**config.mk**
```make
export PLATFORM = sky130hd
export DESIGN_NAME = div_radix2
export DESIGN_NICKNAME = d
export VERILOG_FILES = /design/src/rtl/div_radix2_pkg.sv /design/src/rtl/div_radix2.sv
export SDC_FILE = /design/constraint.sdc
export NUM_CORES = 1
export LEC_CHECK = 0
export ABC_AREA = 1
export BUFFER_PORTS_ARGS = -buffer_cell sky130_fd_sc_hd__buf_4
export CAP_MARGIN = 20
export CORE_ASPECT_RATIO = 0.5
export CORE_MARGIN = 4
export CORE_UTILIZATION = 45
export CTS_BUF_LIST = sky130_fd_sc_hd__clkbuf_8
export CTS_CLUSTER_DIAMETER = 60
export DETAILED_ROUTE_END_ITERATION = 12
export PLACE_DENSITY = 0.64
export SETUP_SLACK_MARGIN = 0.1
export SLEW_MARGIN = 20
export SYNTH_ARGS = -nofsm -noshare
export SYNTH_HDL_FRONTEND = slang
export SYNTH_SLANG_ARGS = --single-unit
```
**constraint.sdc**
```tcl
create_clock -name clk -period 3 [get_ports clk]
set_input_delay 0.6 -clock clk [delete_from_list [all_inputs] [get_ports clk]]
set_output_delay 0.6 -clock clk [all_outputs]
set_load 0.005 [all_outputs]
```
**src/rtl/div_radix2_pkg.sv**
```systemverilog
// Shared types and constants for the radix-2 restoring divider.
// FSM state codes, handshake levels and the zero word used by the EX stage.
package div_radix2_pkg;

  typedef enum logic [1:0] {
    DIV_FREE   = 2'b00,
    DIV_BYZERO = 2'b01,
    DIV_ON     = 2'b10,
    DIV_END    = 2'b11
  } div_state_e;

  localparam logic DIV_START          = 1'b1;
  localparam logic DIV_STOP           = 1'b0;
  localparam logic RESULT_READY       = 1'b1;
  localparam logic RESULT_NOT_READY   = 1'b0;
  localparam logic [31:0] ZERO_WORD   = 32'h0000_0000;

endpackage

```
**src/rtl/div_radix2.sv**
```systemverilog
// Multi-cycle DIV/DIVU unit: restoring shift-subtract, one quotient bit per cycle.
// Result packs {remainder, quotient}; valid only while ready_o is high.
module div_radix2
  import div_radix2_pkg::*;
#(
  parameter int WIDTH = 32
) (
  input  logic               clk,
  input  logic               rst,
  input  logic               signed_div_i,
  input  logic [WIDTH-1:0]   opdata1_i,
  input  logic [WIDTH-1:0]   opdata2_i,
  input  logic               start_i,
  input  logic               annul_i,
  output logic [2*WIDTH-1:0] result_o,
  output logic               ready_o
);

  localparam int CW = $clog2(WIDTH + 1);
  localparam logic [CW-1:0] LAST_CNT = CW'(WIDTH);

  div_state_e           r_state,   w_state_nxt;
  logic [CW-1:0]        r_cnt,     w_cnt_nxt;
  logic [WIDTH-1:0]     r_rem,     w_rem_nxt;
  logic [WIDTH-1:0]     r_quo,     w_quo_nxt;
  logic [WIDTH-1:0]     r_divisor, w_divisor_nxt;
  logic                 r_signed,  w_signed_nxt;
  logic                 r_neg1,    w_neg1_nxt;
  logic                 r_neg2,    w_neg2_nxt;
  logic                 r_ready,   w_ready_nxt;
  logic [2*WIDTH-1:0]   r_result,  w_result_nxt;

  logic [WIDTH:0]       w_shift;
  logic [WIDTH:0]       w_diff;
  logic [WIDTH-1:0]     w_mag1, w_mag2;
  logic [WIDTH-1:0]     w_quo_fix, w_rem_fix;

  // The quotient register starts out holding the dividend, so shifting {rem, quo}
  // feeds the dividend MSB into the remainder LSB. Because rem < divisor always holds,
  // a set top bit in the 33-bit difference means the trial subtraction failed.
  assign w_shift = {r_rem, r_quo[WIDTH-1]};
  assign w_diff  = w_shift - {1'b0, r_divisor};

  assign w_mag1 = (signed_div_i && opdata1_i[WIDTH-1]) ? -opdata1_i : opdata1_i;
  assign w_mag2 = (signed_div_i && opdata2_i[WIDTH-1]) ? -opdata2_i : opdata2_i;

  assign w_quo_fix = (r_signed && (r_neg1 ^ r_neg2)) ? -r_quo : r_quo;
  assign w_rem_fix = (r_signed && r_neg1)            ? -r_rem : r_rem;

  // NOTE: state registers use non-blocking assignments so every flop samples pre-edge values.
  always_ff @(posedge clk) begin
    if (rst) begin
      r_state   <= DIV_FREE;
      r_cnt     <= '0;
      r_rem     <= '0;
      r_quo     <= '0;
      r_divisor <= '0;
      r_signed  <= 1'b0;
      r_neg1    <= 1'b0;
      r_neg2    <= 1'b0;
      r_ready   <= RESULT_NOT_READY;
      r_result  <= '0;
    end else begin
      r_state   <= w_state_nxt;
      r_cnt     <= w_cnt_nxt;
      r_rem     <= w_rem_nxt;
      r_quo     <= w_quo_nxt;
      r_divisor <= w_divisor_nxt;
      r_signed  <= w_signed_nxt;
      r_neg1    <= w_neg1_nxt;
      r_neg2    <= w_neg2_nxt;
      r_ready   <= w_ready_nxt;
      r_result  <= w_result_nxt;
    end
  end

  always_comb begin
    // NOTE: every output of this block gets a default first, so no path can infer a latch.
    w_state_nxt   = r_state;
    w_cnt_nxt     = r_cnt;
    w_rem_nxt     = r_rem;
    w_quo_nxt     = r_quo;
    w_divisor_nxt = r_divisor;
    w_signed_nxt  = r_signed;
    w_neg1_nxt    = r_neg1;
    w_neg2_nxt    = r_neg2;
    w_ready_nxt   = r_ready;
    w_result_nxt  = r_result;

    unique case (r_state)
      DIV_FREE: begin
        if (start_i == DIV_START && !annul_i) begin
          if (opdata2_i == '0) begin
            w_state_nxt = DIV_BYZERO;
          end else begin
            w_state_nxt   = DIV_ON;
            w_cnt_nxt     = '0;
            w_rem_nxt     = '0;
            w_quo_nxt     = w_mag1;
            w_divisor_nxt = w_mag2;
            w_signed_nxt  = signed_div_i;
            w_neg1_nxt    = opdata1_i[WIDTH-1];
            w_neg2_nxt    = opdata2_i[WIDTH-1];
          end
        end
      end

      DIV_BYZERO: begin
        w_state_nxt  = DIV_END;
        w_result_nxt = '0;
        w_ready_nxt  = RESULT_READY;
      end

      DIV_ON: begin
        if (annul_i) begin
          w_state_nxt = DIV_FREE;
          w_cnt_nxt   = '0;
          w_ready_nxt = RESULT_NOT_READY;
        end else if (r_cnt != LAST_CNT) begin
          w_rem_nxt = w_diff[WIDTH] ? w_shift[WIDTH-1:0] : w_diff[WIDTH-1:0];
          w_quo_nxt = {r_quo[WIDTH-2:0], ~w_diff[WIDTH]};
          w_cnt_nxt = r_cnt + CW'(1);
        end else begin
          w_state_nxt  = DIV_END;
          w_result_nxt = {w_rem_fix, w_quo_fix};
          w_ready_nxt  = RESULT_READY;
        end
      end

      DIV_END: begin
        if (start_i == DIV_STOP) begin
          w_state_nxt  = DIV_FREE;
          w_ready_nxt  = RESULT_NOT_READY;
          w_result_nxt = '0;
        end
      end

      default: w_state_nxt = DIV_FREE;
    endcase
  end

  assign result_o = r_result;
  assign ready_o  = r_ready;

endmodule

```
* Word-level counts from Yosys, hierarchy flattened
Index checks and enable logic that the tools add are counted.
** Cells by class
- $add $sub $neg :: 6
- Eq/ne operators :: 12
- Muxes and demuxes :: 34
- Bitwise logic cells :: 3
- Reduce and logical (&&, ||, !) cells :: 16
** Operators by type and width (number)
- 2-to-1 mux 32 bit :: 13
- 2-to-1 mux 64 bit :: 3
- case mux 64 bit (3 select lines) :: 1
- negator 32 bit :: 4
- case mux 32 bit (2 select lines) :: 2
- subtractor 33 x 32 -> 33 bit :: 1
- logical NOT 32 bit :: 1
- 2-to-1 mux 6 bit :: 4
- != test 2 bit (second input constant) :: 6
- case mux 6 bit (2 select lines) :: 1
- 2-to-1 mux 2 bit :: 5
- AND reduction 3 bit :: 3
- case mux 2 bit (4 select lines) :: 1
- AND reduction 4 bit :: 2
- adder 6 x 1 -> 6 bit (second input constant) :: 1
- != test 3 bit (second input constant) :: 2
- != test 6 bit (second input constant) :: 1
- logical AND 1 bit :: 5
- AND reduction 5 bit :: 1
- == test 2 bit (second input constant) :: 2
- 2-to-1 mux 1 bit :: 3
- case mux 1 bit (3 select lines) :: 1
- nonzero test 3 bit :: 1
- == test 2 x 1 -> 1 bit (second input constant) :: 1
- other kinds (5) :: 6
** Storage, ports and cells
- Register bits after elaboration :: 172
- Bits of input ports :: 69
- Output and inout port bits :: 65
- Word-level logic and storage cells :: 81

* Logic depth before layout (Yosys ltp)
- Depth after elaboration :: 6
- Mapped depth :: 18
- Gate-level depth less buffers :: 17

* Worst setup path before layout
OpenSTA, ideal clock, no wires.
- Path type :: flip-flop to flip-flop
- Start :: reg r_quo[31]
- End :: reg r_rem[11]
- Setup time :: 0.136 ns
- Arrival time :: 2.119 ns
- Required time :: 2.864 ns
- Path slack :: 0.745 ns
- Stages on the path, launching flop included :: 19
- Buffers on the path :: 1
- Period minus slack after synthesis :: 2.255 ns
- Cell sequence :: dfxtp_1 inv_1 ha_1 fa_1 inv_1 nand2_1 nand2_1 nand3_2 nand2_4 nand2_4 nand2_4 nand2_4 nand2_8 nand2_8 nand2_4 buf_6 nand2_2 nand3_1 a21oi_2
** Between the ends
- Word-level cells in the longest chain between the ends :: 5
** RTL lines
- from (decl) :: RTL line div_radix2.sv:25 : logic [WIDTH-1:0] r_quo, w_quo_nxt;
- from (signal assigned) :: RTL line div_radix2.sv:67 : r_quo <= w_quo_nxt;
- subtractor 33 x 32 -> 33 bit :: RTL line div_radix2.sv:42 : assign w_diff = w_shift - {1'b0, r_divisor};
- 2-to-1 mux 32 bit :: RTL line div_radix2.sv:120 : w_rem_nxt = w_diff[WIDTH] ? w_shift[WIDTH-1:0] : w_diff[WIDTH-1:0];
- 2-to-1 mux 32 bit :: RTL line div_radix2.sv:119 : end else if (r_cnt != LAST_CNT) begin
- 2-to-1 mux 32 bit :: RTL line div_radix2.sv:115 : if (annul_i) begin
- case mux 32 bit (2 select lines) :: RTL line div_radix2.sv:90 : unique case (r_state)
- to (signal assigned) :: RTL line div_radix2.sv:66 : r_rem <= w_rem_nxt;
- to (decl) :: RTL line div_radix2.sv:24 : logic [WIDTH-1:0] r_rem, w_rem_nxt;
Every way passes these cells. The select of a mux whose other input is x is not followed.
A chain may end at the register's enable or synchronous reset.

* Final worst setup path
- Start :: reg r_quo[31]
- End :: reg r_rem[4]
Same word-level chain as after synthesis.

==> impl_metrics.prom <==
# TYPE chip_impl_metric gauge
chip_impl_metric{name="synth_async_sr_flop_share",unit=""} 0
chip_impl_metric{name="seq_area_frac_synth",unit=""} 0.2567
chip_impl_metric{name="maxSlewHeadroom",unit=""} 0.4532
chip_impl_metric{name="total_routing_resource_utilization_after_global_routing",unit=""} 0.2633
chip_impl_metric{name="wire_per_inst",unit="um"} 16.14
chip_impl_info{name="cpMaxStageDelayCell",value="sky130_fd_sc_hd__fa_1"} 1
chip_impl_metric{name="dr.first_iter.drc_count",unit=""} 1164
chip_impl_metric{name="grt_max_degree",unit=""} 64
chip_impl_metric{name="gp_routability_congestion",unit=""} 0.9504
chip_impl_metric{name="final_wirelength",unit="mm"} 43.86
chip_impl_info{name="category_of_the_worst_setup_path_launch_point",value="flop"} 1
chip_impl_info{name="crit_top_cell",value="sky130_fd_sc_hd__nand2_4"} 1
chip_impl_metric{name="synthDistinctLibCells",unit=""} 54
chip_impl_metric{name="grt_antenna_before_repair",unit=""} 0
chip_impl_metric{name="min_period_over_period",unit=""} 0.8877
chip_impl_metric{name="met1_usage",unit=""} 0.3793
chip_impl_metric{name="die_x",unit="um"} 252.2
chip_impl_metric{name="vias_per_cell",unit=""} 5.280
chip_impl_metric{name="synth_area_per_cell",unit="um^2"} 6.059
chip_impl_metric{name="peak_fanout_along_the_critical_path",unit=""} 16
chip_impl_info{name="dominantRegCellSynth",value="sky130_fd_sc_hd__dfxtp_1"} 1
chip_impl_metric{name="timing.max_cap.violations",unit=""} 0
chip_impl_metric{name="ys_warn_count",unit=""} 0
chip_impl_metric{name="flops_latches_synth",unit=""} 172
chip_impl_metric{name="drc",unit=""} 0
chip_impl_info{name="path_delay_family",value="simple AND/OR/NAND/NOR gates"} 1
chip_impl_info{name="class_of_the_tightest_hold_or_removal_check",value="input port to flop"} 1
chip_impl_metric{name="postLayoutSetupSlackWorst",unit="ps"} 337.0
chip_impl_metric{name="synth_nets",unit=""} 2322
chip_impl_metric{name="routed-via-count",unit=""} 14350
chip_impl_metric{name="worstHoldPathCells",unit=""} 3
chip_impl_metric{name="final_hold_violation_count",unit=""} 0
chip_impl_metric{name="cts_post_setup_buffers_inserted",unit=""} 0
chip_impl_metric{name="htree_num_levels",unit=""} 4
chip_impl_metric{name="design.final.nets",unit=""} 2422
chip_impl_metric{name="leakage",unit="nW"} 7.183
chip_impl_metric{name="worstPathBufferInverterCount",unit=""} 2
chip_impl_metric{name="vdd_drop_max",unit="mV"} 0.3574
chip_impl_info{name="setup_repair_after_global_routing_missed_its_margin",value="false"} 1
chip_impl_info{name="outcome",value="completed"} 1
chip_impl_metric{name="number_of_global_route_vias_before_repair",unit=""} 12760
chip_impl_metric{name="setup-violations-final",unit=""} 0
chip_impl_metric{name="clock_sinks",unit=""} 172
chip_impl_metric{name="drt.antenna.violating_nets",unit=""} 0
chip_impl_metric{name="fillCellCount",unit=""} 3084
chip_impl_info{name="worst_setup_path_end_kind",value="flop"} 1
chip_impl_metric{name="post_synth_instance_area",unit="mm^2"} 0.01342
chip_impl_metric{name="antenna_cells_inserted",unit=""} 0
chip_impl_metric{name="worstMarginPinSlew",unit="ps"} 813.2
chip_impl_metric{name="cp_data_required_time",unit="ps"} 3350
chip_impl_metric{name="effective_utilization_at_floorplan",unit=""} 0.4598
chip_impl_metric{name="share_of_post_route_cells_with_drive_strength_above_1",unit=""} 0.1397
chip_impl_metric{name="synth_edf_count",unit=""} 0
chip_impl_metric{name="worst_clock_skew",unit="ps"} 27.12
chip_impl_metric{name="clkTransAtPathRegs",unit="ps"} 120
chip_impl_metric{name="ctsResizeCount",unit=""} 0
chip_impl_info{name="cp_cell_sequence",value="inv_1, ha_1, fa_1, inv_1, nand2_1, nand2_1, nand3_2, nand2_4, nand2_4, nand2_4, nand2_4, nand2_8, nand2_8, nand2_4, nand2_1, nand3_1, a21oi_1"} 1
chip_impl_metric{name="max_freq",unit="MHz"} 375.5
chip_impl_metric{name="drt_pass1_iterations",unit=""} 6
chip_impl_metric{name="worst_ep_arrival_time",unit="ps"} 3010
chip_impl_info{name="tritoncts",value="built"} 1
chip_impl_info{name="top_usage_layer",value="met2"} 1
chip_impl_metric{name="worstRegToRegCells",unit=""} 17
chip_impl_metric{name="power_density",unit="mW/mm^2"} 508.1
chip_impl_metric{name="synthToLayoutAreaGrowth",unit="%"} 13.09
chip_impl_metric{name="timing.critical_path.slowest_cell_delay",unit="ps"} 420
chip_impl_metric{name="finalCriticalPeriod",unit="ps"} 2663
chip_impl_metric{name="synthesis.instances",unit=""} 2214
chip_impl_metric{name="globalRoute.totalOverflow",unit=""} 0
chip_impl_metric{name="timing.setup.tns",unit="ps"} 0
chip_impl_metric{name="grt.met2_usage",unit=""} 0.4311
chip_impl_metric{name="critical_path_depth",unit=""} 17
chip_impl_info{name="cts_root_buffer",value="sky130_fd_sc_hd__clkbuf_8"} 1
chip_impl_metric{name="placement.setup.worst_slack",unit="ps"} 130.6
chip_impl_metric{name="grt_pass1_wl",unit="mm"} 68.99
chip_impl_info{name="worstHoldStart",value="opdata1_i[31]"} 1
chip_impl_info{name="worstReg2RegStart",value="r_quo[31]"} 1
chip_impl_info{name="crit_type",value="flop to flop"} 1
chip_impl_metric{name="total_number_of_placement_rows",unit=""} 44
chip_impl_metric{name="cts_made_buffers",unit=""} 17
chip_impl_metric{name="power.total",unit="mW"} 7.709
chip_impl_metric{name="grt_use_met3",unit=""} 0.03645
chip_impl_metric{name="fp.dieArea",unit="mm^2"} 0.03281
chip_impl_metric{name="clk-insertion-delay-late",unit="ps"} 510
chip_impl_metric{name="portBuffers",unit=""} 133
chip_impl_metric{name="core",unit="mm^2"} 0.02918
chip_impl_metric{name="final_max_slew_viol_count",unit=""} 0
chip_impl_metric{name="hpwl",unit="mm"} 34.55
chip_impl_info{name="startpoint",value="r_quo[31]"} 1
chip_impl_metric{name="clk_buf_depth",unit=""} 2
chip_impl_metric{name="die_h",unit="um"} 130.1
chip_impl_metric{name="hold_buffers",unit=""} 0
chip_impl_metric{name="top_level_ports",unit=""} 134
-- metal layers --
layer	part of all wire	vias up
li1	-	7400
met1	0.48	6562
met2	0.45	367
met3	0.058	21
met4	0.0080	0
met5	0	-
-- cell type report --
type / count / area, um^2 / area share
timing repair buffer: 159 / 1244 / 0.08197
clock buffer: 19 / 261.5 / 0.01724
multi-input combinational: 1655 / 8428 / 0.5555
inverter: 309 / 1160 / 0.07645
clock inverter: 13 / 146.4 / 0.009649
sequential: 172 / 3443 / 0.2269
tap: 391 / 489.2 / 0.03224
-- worst min-delay path: stages --
cell,delay [ps]
sky130_fd_sc_hd__buf_4,130
sky130_fd_sc_hd__nand2_1,60
sky130_fd_sc_hd__a21oi_1,50
-- flip-flops by register name, indices dropped and copies added (netlist names) --
signal	cells
r_cnt	6
r_quo	32
r_rem	32
r_divisor	32
result_o	64
r_neg1	1
r_state	2
ready_o	1
r_signed	1
r_neg2	1
-- cell families (layout without fill, tap and decap cells) --
| group | after synthesis | in the layout | share of synthesized area |
|---|---|---|---|
| buffers and inverters | 387 | 500 | 0.1161 |
| AOI/OAI and AO/OA | 391 | 391 | 0.1594 |
| and+or+nand+nor | 1184 | 1184 | 0.4041 |
| xor gates and xnor gates | 41 | 41 | 0.02677 |
| DFF | 172 | 172 | 0.2567 |
| adders and majority gates | 39 | 39 | 0.03693 |
-- cells in the mapped netlist, drive strengths merged, types with 2 or more instances --
cell,count,area [um^2]
nand2,647,2616
inv,308,1156
nand3,244,1346
a21oi,222,1197
nor2,176,708.2
dfxtp,172,3443
o21ai,131,666.9
nand4,43,275.3
clkbuf,41,155.1
ha,38,475.5
buf,37,242.7
nor3,32,190.2
xor2,28,245.2
nand3b,16,120.1
or2,13,81.33
xnor2,13,113.9
o22ai,10,62.56
o21bai,6,45.04
o211ai,5,37.54
a31oi,4,25.02
and2,4,25.02
nor4,4,25.02
and3,3,18.77
o31ai,3,22.52
a211oi,2,15.01
nor3b,2,15.01
o2111ai,2,17.52
o21a,2,15.01
-- layout by cell type, fill, tap and decap left out, types with 5 or more instances in the layout --
| master | instances |
|---|---|
| sky130_fd_sc_hd__nor3_2 | 5 |
| sky130_fd_sc_hd__nand2_4 | 5 |
| sky130_fd_sc_hd__nor2_4 | 5 |
| sky130_fd_sc_hd__nor2_1 | 164 |
| sky130_fd_sc_hd__inv_2 | 15 |
| sky130_fd_sc_hd__buf_4 | 155 |
| sky130_fd_sc_hd__nand3_2 | 20 |
| sky130_fd_sc_hd__ha_1 | 38 |
| sky130_fd_sc_hd__o21ai_1 | 5 |
| sky130_fd_sc_hd__inv_6 | 5 |
| sky130_fd_sc_hd__o211ai_1 | 5 |
| sky130_fd_sc_hd__xor2_1 | 28 |
| sky130_fd_sc_hd__nand4_1 | 42 |
| sky130_fd_sc_hd__nand2_2 | 34 |
| sky130_fd_sc_hd__o21bai_1 | 6 |
| sky130_fd_sc_hd__inv_1 | 293 |
| sky130_fd_sc_hd__nor2_2 | 7 |
| sky130_fd_sc_hd__clkinv_8 | 5 |
| sky130_fd_sc_hd__a21oi_2 | 17 |
| sky130_fd_sc_hd__nand3_1 | 222 |
| sky130_fd_sc_hd__nand3b_1 | 16 |
| sky130_fd_sc_hd__clkbuf_8 | 19 |
| sky130_fd_sc_hd__or2_2 | 12 |
| sky130_fd_sc_hd__o22ai_1 | 10 |
| sky130_fd_sc_hd__a21oi_1 | 203 |
| sky130_fd_sc_hd__nor3_1 | 26 |
| sky130_fd_sc_hd__nand2_1 | 604 |
| sky130_fd_sc_hd__xnor2_1 | 13 |
| sky130_fd_sc_hd__dfxtp_1 | 172 |
| sky130_fd_sc_hd__o21ai_0 | 123 |
-- power breakdown --
part | internal [mW] | switching [mW]
clock | 0.663 | 1.03
sequential | 2.49 | 0.191
combinational | 1.03 | 2.30
total | 4.18 | 3.52
-- through the flow --
stage               area (um^2)  utilization  hold slack (ps)  cells
floorplan                 13420            -            430.2   2214
finish                    15170       0.5200            392.8   2718
global placement          14760       0.5060            455.5   2686
CTS                       15170       0.5200            343.9   2718
detailed placement        14760       0.5060            457.8   2686
global route              15170       0.5200            358.0   2718
-- final timing paths --
| path | endpoint | slack (ps) |
|---|---|---|
| setup / recovery | r_rem[4] | 340 |
| setup reg to reg | r_rem[4] | 340 |
| hold reg to reg | r_divisor[31] | 470 |
| hold / removal | r_neg1 | 390 |
No activity file was read; power rests on OpenSTA's default activity.
